`config.mk`:
```
export PLATFORM = sky130hd
export DESIGN_NAME = id_stage_param
export DESIGN_NICKNAME = d
export VERILOG_FILES = /design/src/rtl/id_stage_param.sv
export SDC_FILE = /design/constraint.sdc
export NUM_CORES = 1
export LEC_CHECK = 0
export CORE_MARGIN = 1.5
export CORE_UTILIZATION = 30
export CTS_CLUSTER_SIZE = 20
export DETAILED_ROUTE_END_ITERATION = 8
export HOLD_SLACK_MARGIN = 0.03
export SYNTH_ARGS = -nofsm -noshare
export SYNTH_HDL_FRONTEND = slang
export SYNTH_SLANG_ARGS = --single-unit
```
`constraint.sdc`:
```
create_clock -name clk -period 2.38 [get_ports clk]
set_clock_uncertainty 0.05 [all_clocks]
set_input_delay 0.476 -clock clk [delete_from_list [all_inputs] [get_ports clk]]
set_output_delay 0.476 -clock clk [all_outputs]
set_load 0.01 [all_outputs]
```
`src/rtl/id_stage_param.sv`:
```
// Instruction-decode stage: register file with write-through bypass,
// operand forwarding, immediate generation, signed compare, load-use
// hazard detection and the ID/EX pipeline register.
module id_stage_param #(
    parameter int DATA_W   = 16,
    parameter int IMM_W    = 8,
    parameter int LINK_REG = 7
) (
    input  logic              clk,
    input  logic              rst_n,
    input  logic              in_valid,
    input  logic [15:0]       instr,
    input  logic [DATA_W-1:0] npc,
    input  logic [4:0]        ctrl,
    input  logic              stall_in,
    input  logic              flush,
    input  logic              wb_en,
    input  logic [2:0]        wb_rd,
    input  logic [DATA_W-1:0] wb_data,
    input  logic [1:0]        fwd_a,
    input  logic [1:0]        fwd_b,
    input  logic [DATA_W-1:0] alu_result,
    input  logic [DATA_W-1:0] mem_result,
    input  logic              ex_is_load,
    input  logic [2:0]        ex_rd,
    output logic [2:0]        ra,
    output logic [2:0]        rb,
    output logic              hazard_stall,
    output logic              out_valid,
    output logic [DATA_W-1:0] a_out,
    output logic [DATA_W-1:0] b_out,
    output logic [DATA_W-1:0] pc_out,
    output logic [DATA_W-1:0] imm_out,
    output logic [DATA_W-1:0] i_imm,
    output logic [DATA_W-1:0] j_imm,
    output logic [DATA_W-1:0] ret_addr,
    output logic [2:0]        rd_out,
    output logic              gt,
    output logic              lt,
    output logic              eq,
    output logic [15:0]       bubble_cnt
);
    localparam logic [2:0] LINK_IDX = 3'(LINK_REG);

    logic src1_zero, src2_sel, regdst_link, ext_signed, ext_place;
    assign {src1_zero, src2_sel, regdst_link, ext_signed, ext_place} = ctrl;

    // Opcode bits above the register fields are decoded elsewhere.
    logic unused_bits;
    assign unused_bits = ^instr[15:12];

    logic [7:0][DATA_W-1:0] regs;
    logic [DATA_W-1:0]      ra_val, rb_val, link_val;
    logic [DATA_W-1:0]      op_a, op_b;
    logic [IMM_W-1:0]       imm_field;
    logic [DATA_W-1:0]      ext_imm;
    logic                   bubble;

    assign ra = src1_zero ? 3'd0 : instr[8:6];
    assign rb = src2_sel ? instr[5:3] : instr[11:9];

    // Reads see a same-cycle writeback so the writer and reader need no extra stall.
    assign ra_val   = (ra == 3'd0) ? '0 : (wb_en && wb_rd == ra) ? wb_data : regs[ra];
    assign rb_val   = (rb == 3'd0) ? '0 : (wb_en && wb_rd == rb) ? wb_data : regs[rb];
    assign link_val = (LINK_IDX == 3'd0) ? '0 :
                      (wb_en && wb_rd == LINK_IDX) ? wb_data : regs[LINK_IDX];

    // Operand selection between regfile and the later-stage forwarding paths.
    always_comb begin
        op_a = ra_val;
        op_b = rb_val;
        case (fwd_a)
            2'd1:    op_a = alu_result;
            2'd2:    op_a = mem_result;
            2'd3:    op_a = wb_data;
            default: op_a = ra_val;
        endcase
        case (fwd_b)
            2'd1:    op_b = alu_result;
            2'd2:    op_b = mem_result;
            2'd3:    op_b = wb_data;
            default: op_b = rb_val;
        endcase
    end

    // Immediate: upper placement (lui-style) or low-bit sign/zero extension.
    always_comb begin
        imm_field = instr[IMM_W-1:0];
        if (ext_place)
            ext_imm = {imm_field, {(DATA_W-IMM_W){1'b0}}};
        else if (ext_signed)
            ext_imm = {{(DATA_W-IMM_W){imm_field[IMM_W-1]}}, imm_field};
        else
            ext_imm = {{(DATA_W-IMM_W){1'b0}}, imm_field};
    end

    // Load-use hazard: the instruction in EX produces a register we read now.
    assign hazard_stall = in_valid & ex_is_load & (ex_rd != 3'd0) &
                          ((ex_rd == ra) | (ex_rd == rb));

    assign bubble = !flush && !stall_in && hazard_stall;

    // Register file; writes are independent of pipeline control.
    always_ff @(posedge clk or negedge rst_n) begin
        if (!rst_n)
            regs <= '0;
        else if (wb_en && wb_rd != 3'd0)
            regs[wb_rd] <= wb_data;
    end

    // ID/EX register: flush > stall > hazard bubble > normal capture.
    always_ff @(posedge clk or negedge rst_n) begin
        if (!rst_n) begin
            out_valid <= 1'b0;
            a_out     <= '0;
            b_out     <= '0;
            pc_out    <= '0;
            imm_out   <= '0;
            i_imm     <= '0;
            j_imm     <= '0;
            ret_addr  <= '0;
            rd_out    <= '0;
            gt        <= 1'b0;
            lt        <= 1'b0;
            eq        <= 1'b0;
        end else if (flush) begin
            out_valid <= 1'b0;
            rd_out    <= '0;
        end else if (stall_in) begin
            out_valid <= out_valid;
        end else if (hazard_stall) begin
            out_valid <= 1'b0;
        end else begin
            out_valid <= in_valid;
            a_out     <= op_a;
            b_out     <= op_b;
            pc_out    <= npc;
            imm_out   <= ext_imm;
            i_imm     <= npc + ext_imm;
            j_imm     <= {npc[DATA_W-1:12], instr[11:0]};
            ret_addr  <= link_val;
            rd_out    <= regdst_link ? LINK_IDX : instr[11:9];
            gt        <= $signed(op_a) > $signed(op_b);
            lt        <= $signed(op_a) < $signed(op_b);
            eq        <= op_a == op_b;
        end
    end

    // Saturating count of inserted load-use bubbles.
    always_ff @(posedge clk or negedge rst_n) begin
        if (!rst_n)
            bubble_cnt <= '0;
        else if (bubble && bubble_cnt != 16'hFFFF)
            bubble_cnt <= bubble_cnt + 16'd1;
    end
endmodule
```
# Yosys cells after proc, flatten, opt, wreduce, memory -nomap -nowiden
# Cells that the tools add are included.
# classes
addsub	2
order_cmp	6
n_eq_ne	15
mux	25
n_bitwise	7
reduce_logical	16
# ops
op	n
$mux 16	10
$bwmux 128	1
$bmux 16 s3	2
$pmux 16 s3	2
$demux 16 s3	1
$mux 3	6
$add 16x1->16 const B	1
$add 16x16->16	1
$eq 16x16->1	1
$gt 16x16->1	1
$lt 16x16->1	1
$ne 16x16->1 const B	1
$eq 3x3->1	4
$lt 3x4->1 const B	3
$eq 2x2->1 const B	4
$logic_and 1x1->1	8
$logic_not 3->1	2
$reduce_bool 3->1	2
$eq 2x1->1 const B	2
$and 1x1->1	3
$eq 3x3->1 const B	1
$ge 3x1->1 const B	1
$mux 1	3
$not 1->1	3
6 further kinds	7
# word_totals
ff_bits	263
out_inout_bits	142

# Logic depth before layout (Yosys ltp)
# Gate-level depths: netlist (run 1).
# depth
word_depth	7
ltp_mapped	16
depth_no_buf	13

# Least setup slack after synthesis (run 1)
# Ideal clock, no wire load.
# synth_timing
path_kind	input-to-reg
startpoint	input port instr[5]
endpoint	register lt
setup_ns	0.125
arrival_time_ns	3.595
required_ns	2.205
path_slack_ns	-1.390
path_stages	14
path_buffers	3
path_cell_list	clkbuf_1 > nor4b_1 > nor4_1 > and2_0 > clkbuf_1 > clkbuf_1 > a31oi_1 > ha_1 > a211oi_1 > o21ai_0 > a41o_1 > a211oi_1 > mux2i_1 > mux2_2
# synth_via
elab_chain_cells	7
elab_cells_between_ends	15
classes_between	1 x order compare; 2 x eq/ne; 6 x mux; 3 x bitwise; 3 x reduce/logical
# synth_lines
element	line_no	rtl
start: declaration	12	input logic [15:0] instr,
$mux 3 (*)	60	assign rb = src2_sel ? instr[5:3] : instr[11:9];
$bmux 16 s3 or $eq 3x3->1 (tied branches)	64	assign rb_val = (rb == 3'd0) ? '0 : (wb_en && wb_rd == rb) ? wb_data : regs[rb];
$mux 16 (implied by the code) or $logic_and 1x1->1 (tied branches)	64	
$mux 16 (2 in series)	64	
$pmux 16 s3	78	case (fwd_b)
$lt 16x16->1	144	lt <= $signed(op_a) < $signed(op_b);
end signal: assignment	144	
end: declaration	39	output logic lt,
# Mark *: on every way between the ends. The rest lies on a longest branch, timed or not. The select of a mux whose other input is x is not followed.
# A chain may end at the register's enable or synchronous reset.

# Worst setup path in the final report (run 1)
# layout_timing
startpoint	input port ctrl[3]
endpoint	register lt
# layout_via
elab_chain_cells	7
elab_cells_between_ends	15
classes_between	1 x order compare; 2 x eq/ne; 6 x mux; 3 x bitwise; 3 x reduce/logical
# layout_lines
element	line_no	rtl
start: declaration	14	input logic [4:0] ctrl,
$mux 3 (*)	60	
$bmux 16 s3 or $eq 3x3->1 (tied branches)	64	
$mux 16 (implied by the code) or $logic_and 1x1->1 (tied branches)	64	
$mux 16 (2 in series)	64	
$pmux 16 s3	78	
$lt 16x16->1	144	
# Marks and branches as above.

==> qor.log, run 1 <==
INFO  critical_path  critical_path_required=2.80ns
INFO  floorplan      initial_core_util=30.6%
INFO  routing        drc=0
INFO  cts            tritoncts=yes
INFO  placed_design  detailedPlacementHpwl=47700µm
INFO  routing        wirelength=64100µm
INFO  yosys          post_synth_and_or_nand_nor_area_fraction=12.3%
INFO  floorplan      placeableCoreArea=50500µm²
INFO  timing         finalCritPeriodShare=130%
INFO  routing        routed_wire_length_per_instance=21.6µm
INFO  critical_path  crit_chain=buf_12, buf_12, mux2i_4, buf_12, xnor2_2, nand4_1, buf_6, buf_4, buf_6, o21ai_2, a31oi_4, ha_4, nand4_1, a2111oi_2, a211oi_2, mux2i_2, mux2_4
INFO  grt            grt_usage=23.4%
INFO  cts            root_buffer_master=sky130_fd_sc_hd__clkbuf_16
INFO  timing         finalMaxSlewViolations=0
INFO  finish         finish.instance_area=24200µm²
INFO  grt            largest_net_degree_at_the_start_of_global_routing=69
INFO  yosys          post_syn_nets=1846
INFO  power_and_ir_drop pwr_density_cell=681nW/µm²
INFO  routing        met2WireLength=28800µm
INFO  min_path       worst_hold_path_ep=j_imm[0]
INFO  min_path       whs_path_depth=4
INFO  grt            grt_pass1_wl=96400µm
INFO  grt            initial_antenna_violation_count=2
INFO  yosys          avgSynthCellArea=9.01µm²
INFO  finish         final_design_utilization=48.0%
INFO  critical_path  worstRegToRegCells=12
INFO  placed_design  postPlaceCellArea=21700µm²
INFO  finish         stdcell_count=2969
INFO  placed_design  port_buffers=239
INFO  finish         commonest_non_fill_non_tap_cell_in_the_layout=sky130_fd_sc_hd__buf_4
INFO  cts            htreeDepth=1
INFO  status         failing_checks=negative setup slack
INFO  timing         maxSlewHeadroom=40.6%
INFO  cts            cts.sink_count=259
INFO  power_and_ir_drop vdd_ir_max=0.000547V
INFO  yosys          synth_edf_count=0
INFO  cts            buffer_levels_on_the_longest_clock_path=3
INFO  critical_path  worst-path-buf-inv=6
INFO  routing        top_signal_layer_used=met4
INFO  flow_run       timing.max_cap.violations=0
INFO  floorplan      die_h=230µm
INFO  yosys          netlist_instances=1711
INFO  status         outcome=finished, violations left
INFO  yosys          synth_seq_cells=259
INFO  yosys          synthXorXnorAreaFrac=1.76%
INFO  yosys          synth-adder-area-share=2.73%
INFO  yosys          synth_area_in_compound_gates=22.9%
INFO  min_path       worst_hold_path_type=input pin to register
INFO  cts            clk_pin_slew_worst_paths=0.06ns
INFO  routing        route.layer.met1.wl=29300µm
INFO  placed_design  dp_cells=2849
INFO  finish         final_cell_mix=sky130_fd_sc_hd__buf_4, sky130_fd_sc_hd__nand2_1, sky130_fd_sc_hd__dfrtp_1
INFO  timing         timing.fmax=322MHz
INFO  timing         rsz_0062_raised_after_global_routing=true
INFO  min_path       startpoint_of_the_tightest_hold_check_path=instr[0]
INFO  finish         design.final.nets=2406
INFO  routing        num_vias=15.9k
INFO  floorplan      dieArea=52800µm²
INFO  yosys          synth_top_family_by_area=compound AO/OA/AOI/OAI gates
INFO  critical_path  critical_path.startpoint_type=input pin
INFO  critical_path  crit_path_max_incr_delay=0.40ns
INFO  timing         finalWorstPathRequiredPeriod=3.10ns
INFO  floorplan      io-pin-count=244
INFO  floorplan      die_w=230µm
INFO  routing        number_of_antenna_violating_nets_in_the_routed_design=0
INFO  yosys          yosys_warnings=0
INFO  grt            grt_remaining_overflow=0
INFO  critical_path  worst_r2r_endpoint=lt
INFO  critical_path  critPathTopFamily=buffers and inverters
INFO  critical_path  critical_path.endpoint_type=register
INFO  routing        drt_iter0_drc=1333
INFO  finish         area_growth=57.0%
INFO  yosys          synth.area.mux_share=12.5%
INFO  routing        drt_first_pass_iters=6
INFO  critical_path  startpoint_of_the_lowest_slack_register_to_register_path=regs[84]
INFO  power_and_ir_drop total_leakage_power=10.6nW
INFO  yosys          synthesis.area=15400µm²
INFO  timing         final_critical_path_setup_slack=-0.721ns
INFO  routing        via_per_inst=5.37
INFO  yosys          ys_async_sr_fraction=100%
INFO  yosys          dominantRegCellSynth=sky130_fd_sc_hd__dfrtp_1
INFO  critical_path  path_common_cell=sky130_fd_sc_hd__buf_12
INFO  timing         hold_slack=0.185ns
INFO  critical_path  crit_fanout=5
INFO  grt            first_global_vias=15.6k
INFO  routing        dr_wl_met3=4700µm
INFO  critical_path  ff2ff_setup_slack=-0.58ns
INFO  cts            clk_latency=0.59ns
INFO  yosys          netlist-cell-type-count=64
INFO  finish         final_layout_size_suffix_gt1_share=34.7%
INFO  critical_path  crit_type=input pin to register
INFO  critical_path  critPathSlowestCell=sky130_fd_sc_hd__a2111oi_2
INFO  timing         finalSetupViolations=29
INFO  cts            cts_made_buffers=31
INFO  timing         tightest_slew=0.888ns
INFO  yosys          seq_area_frac_synth=42.0%
INFO  critical_path  worst-endpoint-arrival=3.52ns
INFO  timing         report.final.hold_viol_count=0
INFO  floorplan      placementRows=82
INFO  placed_design  place_congestion=0.931
-- cells by family after synthesis --
group | Yosys count
DFF | 259
and+or+nand+nor | 428
adders and majority gates | 33
AOI/OAI and AO/OA | 563
muxes | 175
xor gates and xnor gates | 31
buffers and inverters | 222
-- stage by stage --
step / TNS, ns / setup slack (ns) / total power (W)
final: -3.28 / -0.721 / 0.0165
after global placement: -116.42 / -1.70 / 0.0107
after CTS: -2.66 / -0.715 / 0.0164
after detailed placement: -116.86 / -1.74 / 0.0108
after floorplan: -5.10 / -0.942 / 0.00799
after global routing: -4.38 / -0.800 / 0.0172
-- sequential cells by signal (all words and copies together) (netlist names), 3 cells and up --
name / cells
a_out: 16
b_out: 16
bubble_cnt: 16
i_imm: 16
imm_out: 16
j_imm: 12
pc_out: 16
rd_out: 3
regs: 128
ret_addr: 16
-- worst max-delay path by stage --
stage / start / to / slack (ns) / depth (start not counted)
floorplan: ctrl[3] / lt / -0.94 / 15
global placement: instr[11] / lt / -1.70 / 15
detailed placement: instr[11] / lt / -1.74 / 15
CTS: ctrl[3] / lt / -0.72 / 17
global route: ctrl[3] / lt / -0.80 / 18
finish: ctrl[3] / lt / -0.72 / 17
-- tightest hold or removal path, stage by stage --
cell and delay [ns]:
sky130_fd_sc_hd__dlymetal6s2s_1 0.10, sky130_fd_sc_hd__buf_4 0.12, sky130_fd_sc_hd__nand2_1 0.04, sky130_fd_sc_hd__nand2_1 0.05
-- where the power goes --
| part | leakage (nW) | switching [W] | internal (W) | total, W |
|---|---|---|---|---|
| combinational | 6.85 | 0.00254 | 0.00288 | 0.00542 |
| sequential | 3.21 | 0.000547 | 0.00520 | 0.00575 |
| clock | 0.547 | 0.00207 | 0.00324 | 0.00531 |
-- layout make-up --
type                       instances  area [µm²]
fill                            4667       26300
multi-input combinational       1232        8990
timing repair buffer             700        6580
sequential                       259        6480
clock buffer                      42         877
tap                              672         841
clock inverter                    15         259
inverter                          47         179
antenna                            2        5.00
-- per-layer routing --
| metal | vias to the layer above | global-route usage, % |
|---|---|---|
| li1 | 7305 | - |
| met1 | 7905 | 34.0 |
| met2 | 649 | 36.4 |
| met3 | 77 | 3.30 |
| met4 | 0 | 5.70 |
| met5 | - | 0 |
-- cell usage after synthesis (all sizes together), types with 8 or more instances --
master  count  area [µm²]
nand2     290        1090
clkbuf    142         533
a31oi      53         332
nor2       33         124
o22ai      19         119
nand3      13        65.1
buf        33         169
xor2       16         140
o211ai     61         458
nor3        8        40.0
xnor2      15         131
ha         32         400
o31ai       8        65.1
nand2b      9        56.3
o21ai     160         801
a21oi     120         601
mux2i      43         447
a22oi      14         105
nand4      12        75.1
nor3b      17         128
o22a       16         140
a221o      16         160
dfrtp     259        6480
mux2      132        1490
a211oi     51         383
a21o       21         158
nor2b      15        93.8
inv        47         176
-- repair_timing --
| action | in CTS | in global routing |
|---|---|---|
| gates resized for setup | 139 | 87 |
| cloned | 5 | 3 |
| endpoints found under the hold margin | 34 | 0 |
| hold buffers | 1 | 0 |
| buffers inserted | 42 | 15 |
| pin swaps | 28 | 32 |
| endpoints found under the setup margin | 136 | 52 |
Power figures use the tool's default switching activity.
==> inputs of run 2 (changes only) <==
Settings changed: ABC_AREA set to 1, TNS_END_PERCENT set to 50.
==> run 2 against run 1 <==
  * The run still ends with negative setup slack left
  * Synthesized cell count up 25%
  * Sequential share of layout area rose by 1.8 points
  * Combinational power decreased by 14%
  * Global-route usage is essentially flat
  * First-iteration DRC count rose by 38%
  * Flip-flop and latch count did not move
  * Final area shrank 6.1%
  * Sequential power fell by 2%
  * Core utilization shrank 1.8 points
  * Fmax rose by 24%
  * Register-to-register slack gained 0.72 ns
  * Clock power down 6.8%
  * Largest power group unchanged
  * Highest routed layer is now met5
==> qor.log, run 2 <==
INFO  status         failing_checks=negative setup slack [unchanged]
INFO  finish         final_cell_mix=sky130_fd_sc_hd__nand2_1, sky130_fd_sc_hd__dfrtp_1, sky130_fd_sc_hd__nand3_1 [was sky130_fd_sc_hd__buf_4, sky130_fd_sc_hd__nand2_1, sky130_fd_sc_hd__dfrtp_1]
INFO  power_and_ir_drop power.net_switching=0.00491W [was 0.00516 W]
INFO  yosys          post-synth-top-area-fraction=43.0% [was 42.0%]
INFO  min_path       worst_hold_path_type=input pin to register [unchanged]
INFO  timing         report.final.hold_viol_count=0 [unchanged]
INFO  timing         timing.fmax=400MHz [was 322 MHz]
INFO  finish         regMostFlops=regs [unchanged]
INFO  finish         design.final.nets=2718 [was 2406]
INFO  critical_path  crit_fanout=6 [was 5]
INFO  cts            clk_latency=0.59ns [about the same]
INFO  yosys          avgSynthCellArea=7.05µm² [was 9.01 µm²]
INFO  yosys          synth.area.top_cells=sky130_fd_sc_hd__dfrtp_1, sky130_fd_sc_hd__nand2_1, sky130_fd_sc_hd__nand3_1, sky130_fd_sc_hd__o21ai_0, sky130_fd_sc_hd__inv_1 [was sky130_fd_sc_hd__dfrtp_1, sky130_fd_sc_hd__mux2_2, sky130_fd_sc_hd__nand2_1, sky130_fd_sc_hd__o21ai_0, sky130_fd_sc_hd__a21oi_1]
INFO  yosys          yosys_warnings=0 [unchanged]
INFO  power_and_ir_drop comb_power_share=30.7% [was 32.9%]
INFO  timing         maxSlewHeadroom=68.6% [was 40.6%]
INFO  placed_design  detailedPlacementHpwl=42500µm [was 47700 µm]
INFO  critical_path  critical_path.startpoint_type=input pin [unchanged]
INFO  cts            cts_made_buffers=30 [was 31]
INFO  timing         tightest_slew=0.472ns [was 0.888 ns]
INFO  critical_path  crit_chain=dlygate4sd2_1, buf_6, nand2_8, nand2_1, o21ai_2, nor2_4, nand2_4, bufbuf_16, nand3_2, nand2_1, nand2_1, ha_1, nand2_1, inv_2, o21ai_4, a21oi_4, nor2_4, nand2_1, nand2_1, nand2_1, nand2_1, nand2_1 [was buf_12, buf_12, mux2i_4, buf_12, xnor2_2, nand4_1, buf_6, buf_4, buf_6, o21ai_2, a31oi_4, ha_4, nand4_1, a2111oi_2, a211oi_2, mux2i_2, mux2_4]
INFO  yosys          seq_area_frac_synth=43.0% [was 42.0%]
INFO  finish         commonest_non_fill_non_tap_cell_in_the_layout=sky130_fd_sc_hd__nand2_1 [was sky130_fd_sc_hd__buf_4]
INFO  routing        number_of_antenna_violating_nets_in_the_routed_design=0 [unchanged]
INFO  grt            largest_net_degree_at_the_start_of_global_routing=63 [was 69]
INFO  power_and_ir_drop vdd_ir_max=0.000586V [was 0.000547 V]
INFO  finish         largest_register_ffs=128 [unchanged]
INFO  power_and_ir_drop pwr_density_cell=671nW/µm² [was 681 nW/µm²]
INFO  finish         stdcell_count=3273 [was 2969]
INFO  yosys          synth_top_family_by_area=simple AND/OR/NAND/NOR gates [was compound AO/OA/AOI/OAI gates]
INFO  routing        drt_first_pass_iters=5 [was 6]
INFO  power_and_ir_drop p_sw_share=32.1% [was 31.3%]
INFO  yosys          ys_async_sr_fraction=100% [unchanged]
INFO  yosys          netlist_top_cells_count=sky130_fd_sc_hd__nand2_1, sky130_fd_sc_hd__nand3_1, sky130_fd_sc_hd__dfrtp_1 [was sky130_fd_sc_hd__nand2_1, sky130_fd_sc_hd__dfrtp_1, sky130_fd_sc_hd__o21ai_0]
INFO  critical_path  critPathTopFamily=simple AND/OR/NAND/NOR gates [was buffers and inverters]
INFO  yosys          synth-adder-area-share=2.79% [was 2.73%]
INFO  cts            htreeDepth=1 [unchanged]
INFO  yosys          netlist-cell-type-count=31 [was 64]
INFO  critical_path  crit_type=input pin to register [unchanged]
INFO  yosys          netlist_instances=2139 [was 1711]
INFO  critical_path  critical_path.endpoint_type=register [unchanged]
INFO  floorplan      die_h=227µm [was 230 µm]
INFO  floorplan      initial_core_util=30.6% [about the same]
INFO  cts            clk_pin_slew_worst_paths=0.06ns [about the same]
INFO  floorplan      placeableCoreArea=49300µm² [was 50500 µm²]
INFO  timing         finalWorstPathRequiredPeriod=2.50ns [was 3.10 ns]
INFO  cts            tritoncts=yes [unchanged]
INFO  finish         finish.instance_area=22700µm² [was 24200 µm²]
INFO  yosys          yosys.area.top_type=sky130_fd_sc_hd__dfrtp_1 [unchanged]
INFO  cts            cts.sink_count=259 [unchanged]
INFO  routing        num_vias=16.6k [was 15.9k]
INFO  timing         finalMaxSlewViolations=0 [unchanged]
INFO  finish         final_layout_size_suffix_gt1_share=21.4% [was 34.7%]
INFO  critical_path  critPathSlowestCell=sky130_fd_sc_hd__ha_1 [was sky130_fd_sc_hd__a2111oi_2]
INFO  power_and_ir_drop sequentialPowerShare=36.9% [was 34.9%]
INFO  grt            grt_remaining_overflow=0 [unchanged]
INFO  grt            initial_antenna_violation_count=5 [was 2]
INFO  status         outcome=finished, violations left [unchanged]
INFO  yosys          synth_edf_count=0 [unchanged]
INFO  placed_design  dp_cells=3160 [was 2849]
INFO  timing         finalCritPeriodShare=105% [was 130%]
INFO  critical_path  path_common_cell=sky130_fd_sc_hd__nand2_1 [was sky130_fd_sc_hd__buf_12]
INFO  grt            first_global_vias=16.1k [was 15.6k]
INFO  cts            buffer_levels_on_the_longest_clock_path=3 [unchanged]
INFO  floorplan      io-pin-count=244 [unchanged]
INFO  yosys          synth_seq_cells=259 [unchanged]
INFO  placed_design  place_congestion=0.906 [was 0.931]
INFO  power_and_ir_drop power_frac_clock=32.4% [was 32.2%]
INFO  routing        via_per_inst=5.08 [was 5.37]
INFO  critical_path  crit_path_max_incr_delay=0.31ns [was 0.40 ns]
INFO  critical_path  critical_path_required=2.81ns [was 2.80 ns]
INFO  placed_design  postPlaceCellArea=20000µm² [was 21700 µm²]
INFO  yosys          synth.area.mux_share=0% [was 12.5%]
INFO  timing         final_critical_path_setup_slack=-0.122ns [was -0.721 ns]
INFO  grt            grt_usage=23.3% [was 23.4%]
INFO  power_and_ir_drop power=0.0153W [was 0.0165 W]
INFO  yosys          synthesis.area=15100µm² [was 15400 µm²]
INFO  routing        drc=0 [unchanged]
INFO  cts            root_buffer_master=sky130_fd_sc_hd__clkbuf_16 [unchanged]
INFO  floorplan      dieArea=51600µm² [was 52800 µm²]
INFO  flow_run       timing.max_cap.violations=0 [unchanged]
INFO  yosys          yosysMostFrequentCell=sky130_fd_sc_hd__nand2_1 [unchanged]
INFO  grt            grt_pass1_wl=92800µm [was 96400 µm]
INFO  placed_design  port_buffers=239 [unchanged]
INFO  power_and_ir_drop total_leakage_power=11.1nW [was 10.6 nW]
INFO  yosys          post_synth_and_or_nand_nor_area_fraction=32.1% [was 12.3%]
INFO  yosys          synthXorXnorAreaFrac=1.57% [was 1.76%]
INFO  critical_path  worst-endpoint-arrival=2.93ns [was 3.52 ns]
INFO  power_and_ir_drop cellInternalPower=0.0104W [was 0.0113 W]
INFO  routing        routed_wire_length_per_instance=18.9µm [was 21.6 µm]
INFO  finish         fillers=4917 [was 4667]
INFO  routing        wirelength=61700µm [was 64100 µm]
INFO  yosys          dominantRegCellSynth=sky130_fd_sc_hd__dfrtp_1 [unchanged]
INFO  floorplan      die_w=227µm [was 230 µm]
INFO  timing         finalSetupViolations=2 [was 29]
INFO  routing        drt_iter0_drc=1846 [was 1333]
INFO  yosys          synth_area_in_compound_gates=11.5% [was 22.9%]
INFO  timing         rsz_0062_raised_after_global_routing=true [unchanged]
INFO  timing         final.setup.tns=-0.204ns [was -3.28 ns]
INFO  floorplan      placementRows=81 [was 82]
INFO  finish         area_growth=50.8% [was 57.0%]
INFO  critical_path  worst-path-buf-inv=4 [was 6]
INFO  yosys          post_syn_nets=2274 [was 1846]
## run 2: cell count changes in the layout (fill, tap and decap cells not counted), moves of 40 or more
| cell | delta |
|---|---|
| sky130_fd_sc_hd__mux2_2 | -130 |
| sky130_fd_sc_hd__nand2_2 | +42 |
| sky130_fd_sc_hd__inv_1 | +125 |
| sky130_fd_sc_hd__buf_4 | -149 |
| sky130_fd_sc_hd__nand3_1 | +228 |
| sky130_fd_sc_hd__a211oi_1 | -45 |
| sky130_fd_sc_hd__nand3_2 | +40 |
| sky130_fd_sc_hd__nand2_1 | +459 |
| sky130_fd_sc_hd__a21oi_1 | -54 |
| sky130_fd_sc_hd__o211ai_1 | -61 |
## run 2: layout make-up
cell class	count	area [µm²]	share of cell area (%)
timing repair buffer	535	5430	23.9
clock inverter	10	145	0.639
clock buffer	46	931	4.10
tap	664	831	3.66
inverter	208	805	3.54
antenna	2	5.00	0.0220
multi-input combinational	1548	8100	35.6
sequential	259	6480	28.5
timing repair inverter	1	7.51	0.0330
## run 2: metrics by stage
| step | util, % | hold WS, ns | setup slack (ns) |
|---|---|---|---|
| 3_3_place_gp | 40.6 | 0.337 | -1.32 |
| 5_1_grt | 46.1 | 0.294 | -0.238 |
| 4_1_cts | 45.1 | 0.335 | -0.121 |
| 3_5_place_dp | 40.6 | 0.339 | -1.32 |
| 6_report | 46.1 | 0.276 | -0.122 |
| 2_1_floorplan | - | 0.130 | -0.107 |
## run 2: path summary, 6_finish.rpt
check	depth (start not counted)	to	slack (ns)	startpoint
min in group asynchronous	2	regs[30]	0.37	rst_n
setup / recovery	22	gt	-0.12	instr[7]
max in group asynchronous	3	i_imm[14]	1.15	rst_n
setup reg to reg	17	gt	0.14	regs[106]
hold reg to reg	0	regs[3]	0.35	regs[3]
hold / removal	4	j_imm[11]	0.28	instr[11]
## run 2: power groups by stage
stage | clock network [W] | registers, W | logic [W]
2_1_floorplan | 0 | 0.00572 | 0.00182
3_3_place_gp | 0 | 0.00567 | 0.00405
3_5_place_dp | 0 | 0.00569 | 0.00411
4_1_cts | 0.00502 | 0.00562 | 0.00449
5_1_grt | 0.00519 | 0.00570 | 0.00510
6_report | 0.00495 | 0.00563 | 0.00468
## run 2: tightest hold or removal path: cells and delay by family
family	cells	cell delay, ns
AOI/OAI and AO/OA	1	0.05
buffers and inverters	3	0.30
## run 2: timing repair
item                                    4_1_cts  5_1_grt
setup buffers                                33        9
hold endpoints to repair                     45        0
cloned                                       12        3
endpoints found under the setup margin      117       15
gates resized for setup                     180      122
hold buffers                                  1        0
pin swaps                                    47       46
## run 2: logic make-up after synthesis
group / count (synthesis)
DFF: 259
and+or+nand+nor: 1168
buffers and inverters: 333
AOI/OAI and AO/OA: 319
xor gates and xnor gates: 27
adders and majority gates: 33
## run 2: routing by layer
| metal | track usage (%) | vias up | part of all wire, % |
|---|---|---|---|
| li1 | - | 7788 | - |
| met1 | 30.9 | 7883 | 42 |
| met2 | 37.3 | 823 | 45 |
| met3 | 4.44 | 141 | 8.8 |
| met4 | 9.63 | 6 | 4.2 |
| met5 | 0 | - | 0.058 |
==> inputs of run 3 (changes only) <==
Settings changed: CTS_BUF_LIST set to sky130_fd_sc_hd__clkbuf_16, TNS_END_PERCENT 50 to unset.
==> run 3 against run 2 <==
  * Count of clock-buffer cells in the layout is 15 lower
  * Highest routed layer unchanged
  * Sequential share of layout area is 1.2 points lower
  * Via count is 3.5% higher
  * Critical path type unchanged
  * Fmax is 3.9% higher
  * Combinational power is 7.5% higher
  * Total power is 0.12% higher
  * Largest power group unchanged
  * The flow still finishes with violations (negative setup slack)
  * Global-route usage is 1.4 points higher
  * Cell count is 2.7% higher
  * Register-to-register slack better by 0.04 ns
  * Die area stayed put
  * Non-clock buffer count is 89 higher
  * Largest cell class unchanged
==> qor.log, run 3 (synthesized netlist as in run 2, its figures left out) <==
INFO  grt            first_global_vias=16.6k [was 16.1k]
INFO  floorplan      io-pin-count=244 [unchanged]
INFO  cts            buffer_levels_on_the_longest_clock_path=3 [unchanged]
INFO  placed_design  detailedPlacementHpwl=43500µm [was 42500 µm]
INFO  min_path       worst_hold_path_type=input pin to register [unchanged]
INFO  timing         rsz_0062_raised_after_global_routing=true [unchanged]
INFO  cts            cts.sink_count=259 [unchanged]
INFO  finish         commonest_non_fill_non_tap_cell_in_the_layout=sky130_fd_sc_hd__nand2_1 [unchanged]
INFO  finish         final_cell_mix=sky130_fd_sc_hd__nand2_1, sky130_fd_sc_hd__buf_4, sky130_fd_sc_hd__dfrtp_1 [was sky130_fd_sc_hd__nand2_1, sky130_fd_sc_hd__dfrtp_1, sky130_fd_sc_hd__nand3_1]
INFO  cts            cts_made_buffers=30 [unchanged]
INFO  finish         area_growth=57.5% [was 50.8%]
INFO  critical_path  critical_path.endpoint_type=register [unchanged]
INFO  critical_path  critical_path.startpoint_type=input pin [unchanged]
INFO  placed_design  pre_cts_slack=-1.37ns [was -1.32 ns]
INFO  critical_path  worst-endpoint-arrival=2.83ns [was 2.93 ns]
INFO  floorplan      placementRows=81 [unchanged]
INFO  grt            grt_remaining_overflow=0 [unchanged]
INFO  routing        routed_wire_length_per_instance=19.4µm [was 18.9 µm]
INFO  routing        wirelength=65200µm [was 61700 µm]
INFO  status         outcome=finished, violations left [unchanged]
INFO  critical_path  critical_path_required=2.80ns [was 2.81 ns]
INFO  critical_path  crit_path_max_incr_delay=0.18ns [was 0.31 ns]
INFO  critical_path  worst-path-buf-inv=7 [was 4]
INFO  timing         finalMaxSlewViolations=0 [unchanged]
INFO  timing         finalWorstPathRequiredPeriod=2.41ns [was 2.50 ns]
INFO  cts            clk_pin_slew_worst_paths=0.06ns [about the same]
INFO  routing        drc=0 [unchanged]
INFO  cts            root_buffer_master=sky130_fd_sc_hd__clkbuf_16 [unchanged]
INFO  cts            tritoncts=yes [unchanged]
INFO  grt            initial_antenna_violation_count=4 [was 5]
INFO  timing         final_critical_path_setup_slack=-0.0273ns [was -0.122 ns]
INFO  finish         finish.instance_area=23700µm² [was 22700 µm²]
INFO  timing         report.final.hold_viol_count=0 [unchanged]
INFO  timing         finalSetupViolations=2 [unchanged]
INFO  floorplan      placeableCoreArea=49300µm² [unchanged]
INFO  timing         timing.fmax=415MHz [was 400 MHz]
INFO  finish         regMostFlops=regs [unchanged]
INFO  grt            grt_pass1_wl=97700µm [was 92800 µm]
INFO  finish         final_design_utilization=48.2% [was 46.1%]
INFO  timing         hold_slack=0.230ns [was 0.276 ns]
INFO  critical_path  crit_type=input pin to register [unchanged]
INFO  grt            grt_usage=24.7% [was 23.3%]
INFO  placed_design  postPlaceCellArea=20300µm² [was 20000 µm²]
INFO  critical_path  crit_fanout=7 [was 6]
INFO  power_and_ir_drop total_leakage_power=11.6nW [was 11.1 nW]
INFO  routing        drt_iter0_drc=1817 [was 1846]
INFO  timing         tightest_slew=0.572ns [was 0.472 ns]
INFO  finish         final_layout_size_suffix_gt1_share=25.3% [was 21.4%]
INFO  placed_design  port_buffers=239 [unchanged]
INFO  routing        num_vias=17.2k [was 16.6k]
INFO  critical_path  critPathTopFamily=simple AND/OR/NAND/NOR gates [unchanged]
INFO  floorplan      die_w=227µm [unchanged]
INFO  routing        number_of_antenna_violating_nets_in_the_routed_design=0 [unchanged]
INFO  critical_path  critPathSlowestCell=sky130_fd_sc_hd__ha_2 [was sky130_fd_sc_hd__ha_1]
INFO  cts            clk_latency=0.59ns [about the same]
INFO  floorplan      die_h=227µm [unchanged]
INFO  routing        drt_first_pass_iters=6 [was 5]
INFO  finish         largest_register_ffs=128 [unchanged]
INFO  power_and_ir_drop pwr_density_cell=643nW/µm² [was 671 nW/µm²]
INFO  routing        via_per_inst=5.12 [was 5.08]
INFO  placed_design  place_congestion=0.933 [was 0.906]
INFO  timing         finalCritPeriodShare=101% [was 105%]
INFO  finish         design.final.nets=2807 [was 2718]
INFO  grt            largest_net_degree_at_the_start_of_global_routing=60 [was 63]
INFO  power_and_ir_drop vdd_ir_max=0.000603V [was 0.000586 V]
INFO  floorplan      initial_core_util=30.6% [unchanged]
INFO  flow_run       timing.max_cap.violations=0 [unchanged]
INFO  floorplan      dieArea=51600µm² [unchanged]
INFO  status         failing_checks=negative setup slack [unchanged]
INFO  cts            htreeDepth=1 [unchanged]
INFO  timing         maxSlewHeadroom=61.9% [was 68.6%]
INFO  critical_path  path_common_cell=sky130_fd_sc_hd__nand2_1 [unchanged]
run 3: final cells by class:
cell class / instances / area (µm²)
Fill cell: 4761 / 25500
Clock buffer: 31 / 776
Sequential cell: 259 / 6480
Tap cell: 664 / 831
Timing Repair Buffer: 624 / 6300
Multi-Input combinational cell: 1549 / 8320
Inverter: 208 / 831
Antenna cell: 3 / 7.51
Clock inverter: 25 / 195
run 3: layer usage:
layer | GRT usage, % | wire length, µm | up-vias
met2 | 39.4 | 29400 | 914
li1 | - | - | 7973
met5 | 0 | 11 | -
met3 | 3.85 | 5940 | 197
met4 | 11.0 | 3160 | 2
met1 | 33.0 | 26700 | 8133
run 3: worst paths after layout:
path                       cells after the start  slack, ns  startpoint       endpoint
setup / recovery                              26      -0.03     ctrl[3]             gt
hold / removal                                 4       0.23    instr[8]       j_imm[8]
setup reg to reg                              16       0.18   regs[106]             gt
hold reg to reg                                0       0.35    regs[13]       regs[13]
max in group asynchronous                      3       1.10       rst_n  bubble_cnt[6]
min in group asynchronous                      2       0.41       rst_n      pc_out[0]
run 3: where the power goes:
part,switching [W],leakage [nW],internal [W]
combinational,0.00258,7.83,0.00244
sequential,0.000531,3.29,0.00511
clock,0.00203,0.472,0.00259
run 3: worst register-to-register path, delay by kind of cell, from the launching register on:
family | cells | cell delay (ns)
AND/OR/NAND/NOR | 12 | 0.98
flip-flops | 1 | 0.43
AO/OA/AOI/OAI | 2 | 0.31
adder cells (fa/ha/maj) | 1 | 0.27
buffers and inverters | 1 | 0.06
run 3: repair_timing:
action	in CTS	in global routing
setup endpoints to repair	72	20
gates resized for setup	257	120
hold buffers	1	0
hold endpoints to repair	51	0
pin swaps	69	62
gates cloned	16	2
buffers inserted	69	26
run 3: per-stage QoR:
| stage | instances | power [W] | TNS [ns] |
|---|---|---|---|
| 5_1_grt | 3360 | 0.0160 | -0.277 |
| 3_5_place_dp | 3195 | 0.00988 | -81.82 |
| 4_1_cts | 3336 | 0.0151 | -0.0501 |
| 2_1_floorplan | 2139 | 0.00755 | -0.163 |
| 6_report | 3363 | 0.0153 | -0.0320 |
| 3_3_place_gp | 3195 | 0.00980 | -81.76 |
